File: src/rtl/mux_n_reg.sv
// mux_n_reg: N-channel, W-bit multiplexer with a registered output stage.
// Each channel and the consumer use a valid/ready handshake. The channel is
// picked either by an explicit index (mode=0, sel) or by round-robin among
// the channels that are requesting (mode=1).
//
// Ports:
//   clk, rst_n         clock, asynchronous active-low reset
//   in_data            CHANNELS words, channel c at [c*WIDTH +: WIDTH]
//   in_valid/in_ready  per-channel handshake; in_ready is one-hot or zero
//   mode, sel          0: use channel sel, 1: round-robin
//   out_data/out_chan  registered word and the channel it came from
//   out_valid/out_ready  output handshake

// Per-channel slice: raises ready when this channel holds the grant and
// passes its word through. Words from channels without the grant are zeroed,
// so the top can OR all lanes together.
module mux_n_reg_lane #(
  parameter int WIDTH = 16,
  parameter int SEL_W = 2,
  parameter int IDX   = 0
) (
  input  logic [WIDTH-1:0] data,
  input  logic             take,
  input  logic [SEL_W-1:0] gnt_idx,
  output logic             ready,
  output logic [WIDTH-1:0] word
);
  assign ready = take && (gnt_idx == SEL_W'(IDX));
  assign word  = ready ? data : '0;
endmodule

module mux_n_reg #(
  parameter int WIDTH    = 16,
  parameter int CHANNELS = 4,
  parameter int SEL_W    = $clog2(CHANNELS)
) (
  input  logic                      clk,
  input  logic                      rst_n,
  input  logic [CHANNELS*WIDTH-1:0] in_data,
  input  logic [CHANNELS-1:0]       in_valid,
  output logic [CHANNELS-1:0]       in_ready,
  input  logic                      mode,
  input  logic [SEL_W-1:0]          sel,
  output logic [WIDTH-1:0]          out_data,
  output logic [SEL_W-1:0]          out_chan,
  output logic                      out_valid,
  input  logic                      out_ready
);
  logic                             free;
  logic [SEL_W-1:0]                 last_grant;
  logic                             gnt_any;
  logic [SEL_W-1:0]                 gnt_idx;
  logic                             take;
  logic [CHANNELS-1:0][WIDTH-1:0]   lane_word;
  logic [WIDTH-1:0]                 sel_word;

  // The register can take a new word when it is empty or when its current
  // word leaves on this edge.
  assign free = !out_valid || out_ready;

  // Grant search. In round-robin mode the scan starts just after the last
  // granted channel and wraps, so the winner is the first requester in that
  // order.
  always_comb begin
    int c;
    gnt_any = 1'b0;
    gnt_idx = '0;
    c       = 0;
    if (!mode) begin
      if (int'(sel) < CHANNELS && in_valid[sel]) begin
        gnt_any = 1'b1;
        gnt_idx = sel;
      end
    end else begin
      for (int k = 1; k <= CHANNELS; k++) begin
        c = int'(last_grant) + k;
        if (c >= CHANNELS) c = c - CHANNELS;
        if (!gnt_any && in_valid[SEL_W'(c)]) begin
          gnt_any = 1'b1;
          gnt_idx = SEL_W'(c);
        end
      end
    end
  end

  // Reset also gates the grant, so in_ready stays low while rst_n is asserted.
  assign take = gnt_any && free && rst_n;

  for (genvar g = 0; g < CHANNELS; g++) begin : g_lane
    mux_n_reg_lane #(.WIDTH(WIDTH), .SEL_W(SEL_W), .IDX(g)) u_lane (
      .data    (in_data[g*WIDTH +: WIDTH]),
      .take    (take),
      .gnt_idx (gnt_idx),
      .ready   (in_ready[g]),
      .word    (lane_word[g])
    );
  end

  always_comb begin
    sel_word = '0;
    for (int k = 0; k < CHANNELS; k++) sel_word = sel_word | lane_word[k];
  end

  // The reset value of last_grant is the top channel, so the first
  // round-robin pass starts at channel 0.
  always_ff @(posedge clk or negedge rst_n) begin
    if (!rst_n) begin
      out_data   <= '0;
      out_chan   <= '0;
      out_valid  <= 1'b0;
      last_grant <= SEL_W'(CHANNELS - 1);
    end else if (free) begin
      if (take) begin
        out_data   <= sel_word;
        out_chan   <= gnt_idx;
        out_valid  <= 1'b1;
        last_grant <= gnt_idx;
      end else begin
        out_valid  <= 1'b0;
      end
    end
  end
endmodule

File: config.mk
export PLATFORM = sky130hd
export DESIGN_NAME = mux_n_reg
export DESIGN_NICKNAME = d
export VERILOG_FILES = /design/src/rtl/mux_n_reg.sv
export SDC_FILE = /design/constraint.sdc
export NUM_CORES = 1
export LEC_CHECK = 0
export ABC_AREA = 0
export CORE_ASPECT_RATIO = 0.8
export CORE_UTILIZATION = 37
export DETAILED_ROUTE_END_ITERATION = 7
export GPL_TIMING_DRIVEN = 0
export HOLD_SLACK_MARGIN = 0.05
export PLACE_DENSITY = 0.81
export SYNTH_ARGS = -nofsm -noshare
export SYNTH_HDL_FRONTEND = slang
export SYNTH_SLANG_ARGS = --single-unit
File: constraint.sdc
create_clock -name clk -period 2.75 [get_ports clk]
set_clock_uncertainty 0.2 [all_clocks]
set_input_delay 0.4125 -clock clk [delete_from_list [all_inputs] [get_ports clk]]
set_output_delay 0.4125 -clock clk [all_outputs]
set_load 0.02 [all_outputs]
# [Yosys cells after proc, flatten, opt, wreduce, memory -nomap -nowiden]
# Index checks and enable logic that the tools add are counted.
[totals] register_bits=21 inputBits=74 output_inout_bits=23
[op_classes] n_addsub=8 order_cmp=9 n_eq_ne=3 mux=42 bitwise_logic=3 reduce_logical=16
[ops] op="$mux 16" n=4
[ops] op="$or 16x16->16" n=3
[ops] op="$mux 2" n=14
[ops] op="$mux 1" n=19
[ops] op="$lt 2x4->1 const B" n=4
[ops] op="$bmux 1 s2" n=5
[ops] op="$ge 3x3->1 const B" n=3
[ops] op="$logic_and 1x1->1" n=9
[ops] op="$sub 2x1->2 const B" n=4
[ops] op="$add 2x2->3 const B" n=2
[ops] op="$add 2x3->4 const B" n=1
[ops] op="$eq 2x2->1 const B" n=2
[ops] op="$ge 4x3->1 const B" n=1
[ops] op="$logic_not 1->1" n=4
[ops] op="$add 2x1->3 const B" n=1
[ops] op="$lt 2x3->1 const B" n=1
[ops] op="$eq 2x1->1 const B" n=1
[ops] op="$logic_not 2->1" n=1
[ops] op="$reduce_and 2->1" n=1
[ops] op="$logic_or 1x1->1" n=1

# [Logic depth before layout (Yosys ltp)]
# Gate-level depths: netlist (run 1).
[logic_depth] word_depth=28 depth_mapped=8

# [Cells and area by module]
# A second synthesis (run 1) with hierarchy kept.
[hier_totals] hier_cells=198 hier_area_um2=1876.8
[modules_own_cells] mod="mux_n_reg" n_inst=1 cells_per_inst=118 area_each_um2=1102.3
[modules_own_cells] mod="mux_n_reg_lane (g_lane[1].u_lane ...)" n_inst=2 cells_per_inst=20 area_each_um2=195.2
[modules_own_cells] mod="mux_n_reg_lane (g_lane[0].u_lane)" n_inst=1 cells_per_inst=20 area_each_um2=222.7
[modules_own_cells] mod="mux_n_reg_lane (g_lane[3].u_lane)" n_inst=1 cells_per_inst=20 area_each_um2=161.4

# [Worst setup path after synthesis (run 1)]
# Ideal clock, no wire load.
[synth_path] path_type="register to output" start="register last_grant[0]" end="output in_ready[0]" t_arrival_ns=1.906 required_time_ns=2.138 path_slack_ns=0.232 path_stages_with_launch=8 n_path_buf=2 cell_sequence="dfstp_2 > and3b_1 > a221oi_1 > o221ai_4 > nand2b_1 > clkbuf_1 > nor2_1 > buf_4"
[synth_between] elab_chain_len=24 elab_cells_between_ends=55 cone_classes="8 x add/sub; 4 x order compare; 33 x mux; 10 x reduce/logical"
[synth_rtl] item="start: declaration" line="50" text="logic [SEL_W-1:0] last_grant;"
[synth_rtl] item="start signal: assignment" line="111" text="last_grant <= SEL_W'(CHANNELS - 1);"
[synth_rtl] item="start signal: assignment" line="117" text="last_grant <= gnt_idx;"
[synth_rtl] item="$add 2x1->3" line="76" text="c = int'(last_grant) + k;"
[synth_rtl] item="$ge 3x3->1 / $sub 2x1->2 (equally long branches)" line="77" text="if (c >= CHANNELS) c = c - CHANNELS;"
[synth_rtl] item="$mux 2" line="77"
[synth_rtl] item="$mux 2" line="69" text="if (!mode) begin"
[synth_rtl] item="$bmux 1 s2" line="78" text="if (!gnt_any && in_valid[SEL_W'(c)]) begin"
[synth_rtl] item="$mux 1 (not written as such) (2 in a row)" line="78"
[synth_rtl] item="$mux 1" line="78"
[synth_rtl] item="$mux 1" line="69"
[synth_rtl] item="[... 6 more ...]"
[synth_rtl] item="$mux 1" line="78"
[synth_rtl] item="$mux 1" line="69"
[synth_rtl] item="$logic_not 1->1" line="78"
[synth_rtl] item="$logic_and 1x1->1" line="78"
[synth_rtl] item="$mux 1" line="78"
[synth_rtl] item="$mux 1" line="69"
[synth_rtl] item="$logic_and 1x1->1 (2 in a row)" line="87" text="assign take = gnt_any && free && rst_n;"
[synth_rtl] item="$logic_and 1x1->1 (*)" line="28" text="assign ready = take && (gnt_idx == SEL_W'(IDX));"
[synth_rtl] item="end: declaration" line="41" text="output logic [CHANNELS-1:0] in_ready,"
# Mark *: on every way between the ends. The rest lies on a longest branch, timed or not. The select of a mux whose other input is x is not followed.

# [Worst setup path in the final report (run 1)]
[layout_path] start="input in_valid[0]" end="output in_ready[0]"
[layout_between] elab_chain_len=20 elab_cells_between_ends=39 cone_classes="29 x mux; 10 x reduce/logical"
[layout_rtl] item="start: declaration" line="40" text="input logic [CHANNELS-1:0] in_valid,"
[layout_rtl] item="$bmux 1 s2" line="78"
[layout_rtl] item="$mux 1 (not written as such) (2 in a row)" line="78"
[layout_rtl] item="$mux 1" line="78"
[layout_rtl] item="$mux 1" line="69"
[layout_rtl] item="$logic_not 1->1" line="78"
[layout_rtl] item="$logic_and 1x1->1" line="78"
[layout_rtl] item="$mux 1" line="78"
[layout_rtl] item="$mux 1" line="69"
[layout_rtl] item="[... 2 more ...]"
[layout_rtl] item="$mux 1" line="78"
[layout_rtl] item="$mux 1" line="69"
[layout_rtl] item="$logic_not 1->1" line="78"
[layout_rtl] item="$logic_and 1x1->1" line="78"
[layout_rtl] item="$mux 1" line="78"
[layout_rtl] item="$mux 1" line="69"
[layout_rtl] item="$logic_and 1x1->1 (2 in a row)" line="87"
[layout_rtl] item="$logic_and 1x1->1 (*)" line="28"
# Marks and branches as above.

==> flow_summary_export.csv, run 1 <==
group,metric,value,unit
timing,tns,0,ns
cts,cts.hold.buffers_added,0,
synth,netlist_area,0.00155,mm²
synth,yosysTopAreaCell,"dfrtp_1",
floorplanning,initial_core_util,39.7,%
setup_path,path_class,"input port to output pin",
global_routing,grtUsageTotal,24.0,%
cts,clock-root-buffer,"clkbuf_8",
timing,max_freq,366,MHz
pwr,p_seq_share,30.2,%
setup_path,reg2reg_slack,0.25,ns
route,wl_per_cell,15.5,µm
setup_path,cp.arrival,2.12,ns
floorplanning,die-width,74.3,µm
synth,synth.most_common_cell,"nor2_1",
floorplanning,coreArea,0.00390,mm²
place,finalWeightedCongestion,0.872,
final_layout,final_layout_size_suffix_gt1_share,23.1,%
pwr,power.density,549,mW/mm²
timing,slew_headroom,59.7,%
pwr,peakVddDrop,0.360,mV
synth,ys_ff_latch,21,
final_layout,syn2layout_area_growth,82.8,%
synth,synthFlopType,"dfrtp_1",
synth,synth-seq-area-share,34.1,%
pwr,p_int,991,µW
pwr,power.share.clock,13.4,%
setup_path,timing.rr.start,"last_grant[0]",
synth,synth_edf_count,0,
pwr,power.switching,564,µW
cts,clock_latency,0.26,ns
global_routing,antenna_found_initial,0,
place,hpwlAfterDp,3.66,mm
route,drtPass1Iterations,4,
timing,post-route-period-util,99.3,%
place,io_buffer_count,96,
setup_path,rr_worst_depth,8,
synth,synth_cell_types,34,
route,antenna_left,0,
synth,syn_inst,170,
route,vias,1750,
global_routing,grt_max_degree,24,
timing,setup_violations,0,
pwr,power_switching_share,36.3,%
flow_run,cap_violations,0,
setup_path,worstPathRequired,2.14,ns
global_routing,gr-total-overflow,0,
global_routing,grt_pass1_vias,1709,
route,drc,0,
timing,worst_pin_slew,0.604,ns
synth,synth_top_area_share,30.7,%
cts,clock_path_buffers,2,
cts,clk_pin_slew,0.09,ns
timing,holdWs,0.0361,ns
setup_path,worst-path-max-fanout,5,
cts,ctsHtreeMaxLevel,1,
status,status,"complete, no violations",
pwr,power_frac_comb,56.4,%
floorplanning,io_pins,97,
final_layout,fill_cells,310,
synth,synth.avg_cell_area,9.11,µm²
floorplanning,rows,20,
pwr,p_leak,0.00123,µW
synth,synth_warnings,0,
floorplanning,die_area,0.00445,mm²
final_layout,antenna_cells,0,
cts,cts_tree,"built",
floorplanning,dieHeight,59.9,µm
timing,hold_violations,0,
setup_path,reg2reg_to,"out_data[6]",
setup_path,startpoint_type,"input port",
min_path,min_path_type,"input port to asynchronous set/reset pin",
cts,cts.sinks,21,
global_routing,grt_pass1_wl,8.02,mm
final_layout,nets,361,
synth,synth_common_cells,"30 x nor2_1, 21 x mux2i_1, 19 x dfrtp_1",
setup_path,endpoint_kind,"output pin",
route,drt_iter0_drc,97,
route,drt-total-wl,5.29,mm
timing,fin_crit,2.73,ns
synth,async_flop_share,100,%
synth,netlist_top_cells_area,"dfrtp_1 31%, mux2i_1 14%, nor2_1 7.3%",
synth,syn_nets,244,
cts,cts_buffers,3,
timing,slew_violations,0,
route,viasPerCell,5.13,
timing,rsz0062_at_grt,"true",
## layer usage
layer | track usage, % | routed length (µm) | up-vias
met2 | 43.0 | 2630 | 77
met1 | 30.3 | 2200 | 820
met3 | 5.23 | 450 | 2
met4 | 3.50 | 15 | 0
met5 | 0 | 0 | -
li1 | - | - | 851
## state kept, by name (all words and copies together), names as in the netlist
signal and cells:
out_chan 2, out_valid 1, out_data 16, last_grant 2
## final cells by class
| cell class | instances | area [µm²] | share of cell area, % |
|---|---|---|---|
| well taps | 55 | 68.8 | 2.43 |
| repair buffers | 114 | 1080 | 38.3 |
| multi-input cells | 131 | 975 | 34.4 |
| flip-flops and latches | 21 | 528 | 18.6 |
| inverters | 3 | 11.3 | 0.398 |
| plain buffers | 13 | 119 | 4.20 |
| clock inverters | 1 | 5.00 | 0.177 |
| clock buffers | 3 | 41.3 | 1.46 |
## cell families (layout without fill, tap and decap cells)
kind of cell           after synthesis  after routing  synth area share (%)
and+or+nand+nor                     91             91                  34.2
buffers and inverters               18            134                  7.11
muxes                               21             21                  13.6
AOI/OAI and AO/OA                   19             19                  11.0
DFF                                 21             21                  34.1
## worst max path at each step
stage / startpoint / to / depth (start not counted)
2_1_floorplan: last_grant[0] / in_ready[0] / 7
3_3_place_gp: rst_n / in_ready[2] / 8
3_5_place_dp: rst_n / in_ready[2] / 8
4_1_cts: last_grant[0] / in_ready[2] / 9
5_1_grt: last_grant[0] / in_ready[0] / 9
6_report: in_valid[0] / in_ready[0] / 10
## what timing repair did
item,4_1_cts,5_1_grt
gates resized for setup,47,18
endpoints found under the setup margin,21,4
setup buffers,11,7
pin swaps,4,5
## cells in the final DEF, fill, tap and decap left out, types with 2 or more instances in the layout
master,synthesis,routed
a21oi_1,2,2
and3_1,14,14
and3b_1,2,2
buf_2,4,3
buf_4,4,22
buf_6,3,6
clkbuf_1,4,2
clkbuf_2,0,2
clkbuf_8,0,4
clkdlybuf4s50_1,0,85
dfrtp_1,19,19
dfstp_2,2,2
dlygate4sd2_1,0,3
inv_1,2,2
mux2i_1,21,21
nand2_1,3,2
nand2b_1,9,7
nand2b_4,0,2
nor2_1,30,27
nor2_2,1,3
nor3_1,16,15
nor3b_2,1,2
nor4_1,5,5
nor4_2,8,8
o21a_1,4,4
o221ai_1,2,2
## power by group through the flow
stage | Sequential, µW | Combinational [µW] | Clock [µW]
final | 470 | 878 | 209
after floorplan | 581 | 298 | 0
after detailed placement | 475 | 777 | 0
after global routing | 484 | 935 | 224
after global placement | 471 | 770 | 0
after CTS | 468 | 833 | 211
## metrics by stage
stage          setup WS [ns]  instances  cell area (µm²)  util, %  power (µW)
2_1_floorplan          0.232        170             1550        -         879
3_3_place_gp           -1.20        321             2580     66.1        1240
3_5_place_dp           -1.24        321             2580     66.1        1250
4_1_cts              -0.0187        336             2750     70.5        1510
5_1_grt              -0.0605        341             2830     72.5        1640
6_report              0.0186        341             2830     72.5        1560
## worst max-delay path: stages
cell,delay (ns)
dlygate4sd2_1,0.29
o41a_1,0.36
buf_4,0.16
o31a_1,0.16
nor2_4,0.15
clkbuf_8,0.15
inv_1,0.07
nor2_2,0.12
buf_4,0.11
buf_4,0.12
Power figures use the tool's default switching activity.
==> inputs of run 2 (changes only) <==
CORE_MARGIN = 3   (was unset)
SETUP_SLACK_MARGIN = 0.02   (was unset)
==> flow_summary_export.csv, run 2 (synthesis gave the netlist of run 1 again) <==
group,metric,value,unit
status,status,"complete, no violations",
pwr,power.density,545,mW/mm²
timing,fin_crit,2.73,ns
timing,setup_violations,0,
final_layout,final_layout_size_suffix_gt1_share,22.7,%
cts,clock_latency,0.26,ns
floorplanning,die_area,0.00500,mm²
route,drc,0,
cts,cts.sinks,21,
setup_path,endpoint_kind,"output pin",
place,place_inst,321,
route,drt_iter0_drc,101,
global_routing,grt_max_degree,24,
pwr,p_leak,0.00124,µW
floorplanning,initial_core_util,39.7,%
setup_path,path_class,"input port to output pin",
final_layout,final_common_cell,"clkdlybuf4s50_1",
global_routing,grt_pass1_wl,8.78,mm
cts,cts_tree,"built",
route,drt-total-wl,5.41,mm
floorplanning,dieHeight,63.9,µm
global_routing,gr-total-overflow,0,
final_layout,final_cell_mix,"84 x clkdlybuf4s50_1, 28 x nor2_1, 25 x buf_4",
timing,rsz0062_at_grt,"true",
floorplanning,coreArea,0.00390,mm²
final_layout,syn2layout_area_growth,84.2,%
setup_path,timing.rr.start,"last_grant[0]",
route,antenna_left,0,
final_layout,reg_top3,"out_data (16), last_grant (2), out_chan (2)",
route,drtPass1Iterations,6,
final_layout,final-instance-count-excl-fill,346,
route,vias,1757,
place,finalWeightedCongestion,0.866,
global_routing,grt_pass1_vias,1817,
pwr,peakVddDrop,0.340,mV
route,viasPerCell,5.08,
setup_path,worst-path-max-fanout,10,
setup_path,cp.arrival,2.11,ns
final_layout,final_core_util,73.1,%
cts,cts_buffers,3,
final_layout,nets,366,
place,io_buffer_count,96,
cts,cts.hold.buffers_added,0,
timing,worst_pin_slew,0.613,ns
floorplanning,rows,20,
global_routing,grtUsageTotal,21.9,%
timing,hold_violations,0,
final_layout,largest_reg_flops,16,
setup_path,worstPathRequired,2.14,ns
place,hpwlAfterDp,3.82,mm
floorplanning,die-width,78.3,µm
timing,post-route-period-util,99.1,%
timing,slew_violations,0,
final_layout,fill_cells,300,
setup_path,crit_start,"in_valid[1]",
flow_run,cap_violations,0,
timing,slew_headroom,59.1,%
cts,clk_pin_slew,0.08,ns
route,wl_per_cell,15.6,µm
floorplanning,io_pins,97,
final_layout,antenna_cells,0,
timing,max_freq,367,MHz
setup_path,startpoint_type,"input port",
cts,clock_path_buffers,2,
global_routing,antenna_found_initial,0,
timing,holdWs,0.0468,ns
min_path,min_path_type,"input port to asynchronous set/reset pin",
cts,ctsHtreeMaxLevel,1,
cts,clock-root-buffer,"clkbuf_8",
final_layout,largest-register,"out_data",
## run 2: changes by cell type in the layout (fill, tap and decap cells not counted), sizes merged
cell           change
clkbuf             +1
clkinv             -1
buf                +5
dlygate4sd2        +1
clkdlybuf4s50      -1
## run 2: area by class of cell
class / count / area [µm²] / area share, %
clock buffers: 4 / 45.0 / 1.58
inverters: 3 / 11.3 / 0.395
well taps: 55 / 68.8 / 2.41
multi-input cells: 131 / 956 / 33.5
flip-flops and latches: 21 / 528 / 18.5
plain buffers: 14 / 129 / 4.52
repair buffers: 118 / 1120 / 39.1
## run 2: worst max-delay path, stage by stage
cell           delay (ns)
dlygate4sd2_1        0.28
o41a_1               0.35
o311a_1              0.38
buf_6                0.14
buf_4                0.17
nand2_4              0.08
nor2_1               0.04
buf_4                0.13
buf_6                0.12
## run 2: what timing repair did
item	CTS	global route
gates cloned	0	0
buffers inserted	15	7
setup endpoints to repair	22	4
pin swaps	6	5
gates resized for setup	54	10
## run 2: where the power goes
group / leakage [µW] / internal [µW] / switching, µW / total [µW]
registers: 0.000233 / 410 / 62.6 / 473
clock network: 0.0000228 / 103 / 101 / 204
logic: 0.000988 / 483 / 394 / 877
total: 0.00124 / 997 / 558 / 1550
## run 2: final timing paths
kind                                endpoint  slack, ns  cells after the start
worst max-delay path             in_ready[2]       0.02                      9
worst min-delay path            out_data[10]       0.05                      1
worst max register to register  out_data[13]       0.24                      9
worst min register to register   out_chan[0]       0.30                      1
max in group asynchronous        out_data[5]       1.90                      1
min in group clk                 out_chan[0]       0.30                      1
## run 2: through the flow
step           TNS, ns  setup WS, ns  area (µm²)  power [µW]
5_1_grt        -0.0738       -0.0288        2850        1650
2_1_floorplan        0         0.232        1550         879
4_1_cts              0        0.0185        2800        1530
6_report             0        0.0250        2850        1550
3_5_place_dp    -12.30         -1.31        2580        1250
3_3_place_gp    -11.12         -1.26        2580        1240
## run 2: per-layer routing
metal	up-vias	share of wire (%)	track usage [%]
li1	856	-	-
met1	825	44	28.0
met2	70	49	38.0
met3	6	6.8	6.20
met4	0	0.54	2.40
met5	-	0	0
